### src/rtl/shift_seq_pkg.sv
// Shared definitions for the shift sequencer: FSM state encoding and width limit.
package shift_seq_pkg;

  localparam int unsigned N_MAX = 32;

  typedef enum logic [1:0] {
    IDLE  = 2'd0,
    SHIFT = 2'd1,
    DONE  = 2'd2
  } state_t;

endpackage

### src/rtl/shift_seq_datapath.sv
// Shift register and receive-word capture for the shift sequencer.
// Direction is chosen at build time: SHIFT_SEQ_CTRL_MSB_FIRST_EN selects
// MSB-first, otherwise LSB-first.
module shift_seq_datapath
  import shift_seq_pkg::*;
#(
  parameter int unsigned N = 4
) (
  input  logic         CLK,
  input  logic         RST,
  input  logic         load,
  input  logic         shift,
  input  logic         capture,
  input  logic [N-1:0] tx_data,
  input  logic         sin,
  output logic         sout,
  output logic [N-1:0] rx_data
);

  logic [N-1:0] shreg;
  logic [N-1:0] shreg_nxt;

  // Next shifted value; also the completed receive word on the last shift
`ifdef SHIFT_SEQ_CTRL_MSB_FIRST_EN
  assign shreg_nxt = {shreg[N-2:0], sin};
  assign sout      = shreg[N-1];
`else
  assign shreg_nxt = {sin, shreg[N-1:1]};
  assign sout      = shreg[0];
`endif

  // Load on accept, shift while enabled, capture the received word at the end
  always_ff @(posedge CLK or posedge RST) begin
    if (RST) begin
      shreg   <= '0;
      rx_data <= '0;
    end else begin
      if (load) begin
        shreg <= tx_data;
      end else if (shift) begin
        shreg <= shreg_nxt;
      end
      if (capture) begin
        rx_data <= shreg_nxt;
      end
    end
  end

endmodule

### src/rtl/shift_seq_ctrl.sv
// Sequencer for an N-bit full-duplex serialiser: start/ready handshake,
// N shift cycles, one-cycle done pulse. Optional build macro
// SHIFT_SEQ_CTRL_MSB_FIRST_EN reverses the shift direction in the datapath.
module shift_seq_ctrl
  import shift_seq_pkg::*;
#(
  parameter int unsigned N  = 4,
  parameter int unsigned CW = $clog2(N)
) (
  input  logic          CLK,
  input  logic          RST,
  input  logic          start,
  input  logic          abort,
  input  logic [N-1:0]  tx_data,
  input  logic          sin,
  output logic          ready,
  output logic          busy,
  output logic          sout,
  output logic          done,
  output logic [N-1:0]  rx_data,
  output logic [CW-1:0] bit_cnt
);

  state_t        state;
  state_t        state_nxt;
  logic [CW-1:0] cnt_nxt;
  logic          load;
  logic          shift;
  logic          capture;
  logic          last_bit;

  assign last_bit = (bit_cnt == CW'(N - 1));

  // Next-state, counter and datapath strobes; abort freezes the shift register
  always_comb begin
    state_nxt = state;
    cnt_nxt   = bit_cnt;
    load      = 1'b0;
    shift     = 1'b0;
    capture   = 1'b0;
    case (state)
      IDLE: begin
        if (start) begin
          load      = 1'b1;
          cnt_nxt   = '0;
          state_nxt = SHIFT;
        end
      end
      SHIFT: begin
        if (abort) begin
          cnt_nxt   = '0;
          state_nxt = IDLE;
        end else begin
          shift = 1'b1;
          if (last_bit) begin
            capture   = 1'b1;
            cnt_nxt   = '0;
            state_nxt = DONE;
          end else begin
            cnt_nxt = bit_cnt + CW'(1);
          end
        end
      end
      DONE: begin
        state_nxt = IDLE;
      end
      default: begin
        state_nxt = IDLE;
      end
    endcase
  end

  // State, counter and registered status flags decoded from the next state
  always_ff @(posedge CLK or posedge RST) begin
    if (RST) begin
      state   <= IDLE;
      bit_cnt <= '0;
      ready   <= 1'b1;
      busy    <= 1'b0;
      done    <= 1'b0;
    end else begin
      state   <= state_nxt;
      bit_cnt <= cnt_nxt;
      ready   <= (state_nxt == IDLE);
      busy    <= (state_nxt == SHIFT);
      done    <= (state_nxt == DONE);
    end
  end

  shift_seq_datapath #(
    .N (N)
  ) u_datapath (
    .CLK     (CLK),
    .RST     (RST),
    .load    (load),
    .shift   (shift),
    .capture (capture),
    .tx_data (tx_data),
    .sin     (sin),
    .sout    (sout),
    .rx_data (rx_data)
  );

endmodule

### config.mk
export PLATFORM = sky130hd
export DESIGN_NAME = shift_seq_ctrl
export DESIGN_NICKNAME = d
export VERILOG_FILES = /design/src/rtl/shift_seq_pkg.sv /design/src/rtl/shift_seq_datapath.sv /design/src/rtl/shift_seq_ctrl.sv
export SDC_FILE = /design/constraint.sdc
export NUM_CORES = 1
export LEC_CHECK = 0
export CORE_MARGIN = 4
export CORE_UTILIZATION = 47
export DETAILED_ROUTE_END_ITERATION = 7
export GPL_ROUTABILITY_DRIVEN = 0
export MAX_ROUTING_LAYER = met4
export PLACE_DENSITY = 0.88
export REMOVE_ABC_BUFFERS = 1
export SLEW_MARGIN = 25
export SYNTH_ARGS = -nofsm -noshare
export SYNTH_HDL_FRONTEND = slang
export SYNTH_SLANG_ARGS = --single-unit
### constraint.sdc
create_clock -name CLK -period 3.25 [get_ports CLK]
set_input_delay 0.325 -clock CLK [delete_from_list [all_inputs] [get_ports CLK]]
set_output_delay 0.325 -clock CLK [all_outputs]
set_load 0.02 [all_outputs]
* Word-level counts from Yosys, hierarchy flattened *
Index checks and enable logic that the tools add are counted.

word-level totals
  output and inout bits = 10
  bits in registers = 15
  bits of input ports = 9

operators by class
  reductions and logical operators = 5
  eq/ne operators = 5
  $add $sub $neg = 1
  muxes and demuxes = 17

operators by type and width
  cell                   number
  $mux W2                6
  $mux W4                2
  $pmux W2 S2            2
  $mux W1                7
  $eq A2 B1 Y1 const B   2
  $eq A2 B2 Y1 const B   2
  $logic_not A2 Y1       2
  $reduce_bool A2 Y1     2
  $add A2 B1 Y2 const B  1
  $ne A2 B2 Y1 const B   1
  $reduce_and A2 Y1      1

* Longest topological paths before layout *
  depth in word-level cells = 5
  mapped depth = 4
  gate-level depth less buffers = 3

* By module *
Synthesis repeated with hierarchy kept, for this count alone.

second synthesis, totals
  cells, all modules = 50
  area, all modules = 636.9 um^2

modules (own cells, without submodules)
  module              cells each  area each (um^2)  sequential area each (um^2)  times used
  shift_seq_datapath  26          335.3             200.2                        1
  shift_seq_ctrl      24          301.5             176.4                        1

* Least setup slack after synthesis *
OpenSTA, ideal clock, no wires.

  path type = register to register
  from = register bit_cnt[0]
  to = register u_datapath.rx_data[0]
  stages on the path, launching flop included = 5
  data arrival time = 1.270 ns
  slack = 1.855 ns
  clock period less this slack = 1.395 ns
  cell sequence = dfrtp_1 -> ha_1 -> and2_1 -> buf_6 -> mux2_4

between the ends
  cells in the longest elaborated chain, start to end = 4

RTL lines
  element                 line                      RTL
  from (decl)             shift_seq_ctrl.sv:21      output logic [CW-1:0] bit_cnt
  from (signal assigned)  shift_seq_ctrl.sv:83      bit_cnt <= cnt_nxt;
  $eq A2 B2 Y1            shift_seq_ctrl.sv:32      assign last_bit = (bit_cnt == CW'(N - 1));
  $mux W1                 shift_seq_ctrl.sv:55      if (last_bit) begin
  $mux W1                 shift_seq_ctrl.sv:50      if (abort) begin
  $mux W1                 shift_seq_ctrl.sv:41      case (state)
  to (signal assigned)    shift_seq_datapath.sv:44  rx_data <= shreg_nxt;
  to (decl)               shift_seq_datapath.sv:17  output logic [N-1:0] rx_data

Every way passes these cells.
A chain may end at the register's enable or synchronous reset.

* Worst setup path in the final report *
  from = register ready
  to = output port ready

RTL lines
  element                 line                  RTL
  from (decl)             shift_seq_ctrl.sv:16  output logic ready,
  from (signal assigned)  shift_seq_ctrl.sv:84  ready <= (state_nxt == IDLE);

No word-level cell between the ends.

==> out/qor.yml <==
finalHoldViolCount: 0
rr_worst_depth: 3
fin_crit_ps: 1720
rsz0062_at_grt: "false"
cp_max_fo: 1
via_per_inst: 5.41
nets: 82
crit_type: "register to output port"
track_usage_pct: 14.2
cp_slowest_cell: "clkdlybuf4s50_1"
drt_iter0_drc: 12
cts.sinks: 15
path_cells: "clkdlybuf4s50_1"
yosysSeqAreaShare_pct: 59.0
core_mm2: 0.00128
antenna_cells: 0
use_met3_pct: 2.79
postCtsHoldBufs: 0
ys_warn_count: 0
root_buffer: "clkbuf_4"
grt_pass1_vias: 419
die_area_mm2: 0.00201
relSlewSlack_pct: 63.6
finalCritPeriodShare_pct: 53.1
ys_types: 22
async_reset_ff_share_pct: 100
cts_buffers: 3
ios: 19
synth_common_cells: "dfrtp_1 (14), a21oi_1 (6), nor2_1 (5)"
skew_ps: 7.15
syn_area_per_cell_um2: 12.3
yosys.area.top_type: "dfrtp_1"
clock.fmax_ghz: 0.580
dr.pass1.iters: 4
overflow: 0
synth_ff_type: "dfrtp_1"
cap_violations: 0
synthCells: 52
path_depth: 1
p_per_area_mw_per_mm2: 657
clkLatencyLatePin_ps: 290
crit_family: "buffers and inverters"
critPathRequiredTime_ps: 2920
fillers: 114
die_w_um: 44.8
antenna_found_initial: 0
wl_per_cell_um: 14.0
io_buffers: 18
grt_pass1_wl_um: 1870
wirelength_um: 1210
synth_most_common_cell: "dfrtp_1"
tightest_slew_ps: 545
finalPower_uw: 555
ant_nets: 0
crit_arrival_ps: 1400
grt_use_met1_pct: 16.4
start_kind: "register"
slowest_delay_ps: 590
syn-cell-area_um2: 638
synth_seq_cells: 15
synth_edf_count: 0
status: "finished clean"
met2_usage_pct: 20.9
setup_viol: 0
postCtsSetupBuffers: 0
leakage_uw: 0.000377
initial_utilization_pct: 49.7
grt_max_degree: 16
ys_top_cells_by_area: "dfrtp_1 (55%), mux2_4 (9.4%), a21oi_1 (4.7%)"
area_growth_pct: 32.5
fin_tns_setup_ps: 0
ir_drop_mv: 0.329
clock_path_buffers: 2
num_rows: 13
worstSetupEndpointType: "output port"
route.detailed.drc: 0
drive_gt1_share_pct: 16.9
die_h_um: 44.8
vias: 465
hold_class: "primary input to async pin"
cts_resized: 0
dp_hpwl_um: 881
htree_num_levels: 1
critical_path_buf_inv_count: 1
drv_slew: 0
cts_tree: "built"
clk_pin_slew_ps: 90
top_usage_layer: "met2"
synth_top_cell_area_share_pct: 54.9
==> power breakdown <==
| group | switching (µW) | internal, µW | total, µW | leakage (µW) |
|---|---|---|---|---|
| combinational | 87.4 | 102 | 189 | 0.000170 |
| clock | 59.1 | 45.8 | 105 | 0.0000177 |
| sequential | 30.2 | 231 | 262 | 0.000189 |
==> area by class of cell <==
class                           count  area [µm²]  area share [%]
Inverter                            1        3.75           0.444
Sequential cell                    15         377            44.5
Tap cell                           15        18.8            2.22
Clock inverter                      1        5.00           0.592
Timing Repair Buffer               18         180            21.3
Clock buffer                        3        22.5            2.66
Multi-Input combinational cell     33         239            28.3
==> stage by stage <==
| stage | std cells | worst slack, ps | utilization [%] | instance area [µm²] | hold WS (ps) |
|---|---|---|---|---|---|
| 5_1_grt | 86 | 1490 | 65.8 | 846 | 438 |
| 4_1_cts | 86 | 1520 | 65.8 | 846 | 388 |
| 3_3_place_gp | 82 | 1360 | 63.7 | 818 | 501 |
| 3_5_place_dp | 82 | 1300 | 63.7 | 818 | 497 |
| 2_1_floorplan | 49 | 1830 | - | 619 | 226 |
| 6_report | 86 | 1530 | 65.8 | 846 | 369 |
==> worst paths after layout <==
check / from / endpoint / slack, ps
worst max-delay path: ready$_DFF_PP1_ / ready / 1530
worst min-delay path: RST / state[1]$_DFF_PP0_ / 370
worst max register to register: state[1]$_DFF_PP0_ / u_datapath.rx_data[0]$_DFFE_PP0P_ / 1660
worst min register to register: u_datapath.rx_data[3]$_DFFE_PP0P_ / u_datapath.rx_data[3]$_DFFE_PP0P_ / 520
max in group asynchronous: RST / ready$_DFF_PP1_ / 2520
min in group CLK: u_datapath.rx_data[3]$_DFFE_PP0P_ / u_datapath.rx_data[3]$_DFFE_PP0P_ / 520
==> metal layers <==
layer	vias up	share of wire [%]	wire length [µm]
li1	217	-	-
met1	222	45	547
met2	21	45	540
met3	5	6.0	73
met4	0	3.8	46
met5	-	0	0
==> placed cells by master (no fill, tap or decap), drive strengths merged <==
cell / count
clkbuf: 3
o22ai: 1
nand2: 4
nor3: 1
nor3b: 2
or3b: 2
dfrtp: 14
clkinv: 1
ha: 1
o21bai: 1
a21oi: 6
clkdlybuf4s50: 18
a22o: 1
inv: 1
o21ai: 2
and2: 2
mux2: 4
o31ai: 1
dfstp: 1
nor2: 5
==> kinds of logic after synthesis <==
group / share of synthesized area, %
AND/OR/NAND/NOR: 15.1
flip-flops: 59.0
AO/OA/AOI/OAI: 11.0
buffers and inverters: 3.53
multiplexers: 9.41
adder cells (fa/ha/maj): 1.96
==> registers in the layout (all words and copies together), names as in the netlist <==
signal	flops
ready	1
bit_cnt	2
state	2
u_datapath.shreg	4
busy	1
done	1
u_datapath.rx_data	4
Note: power is estimated with default switching activity, not from simulation.
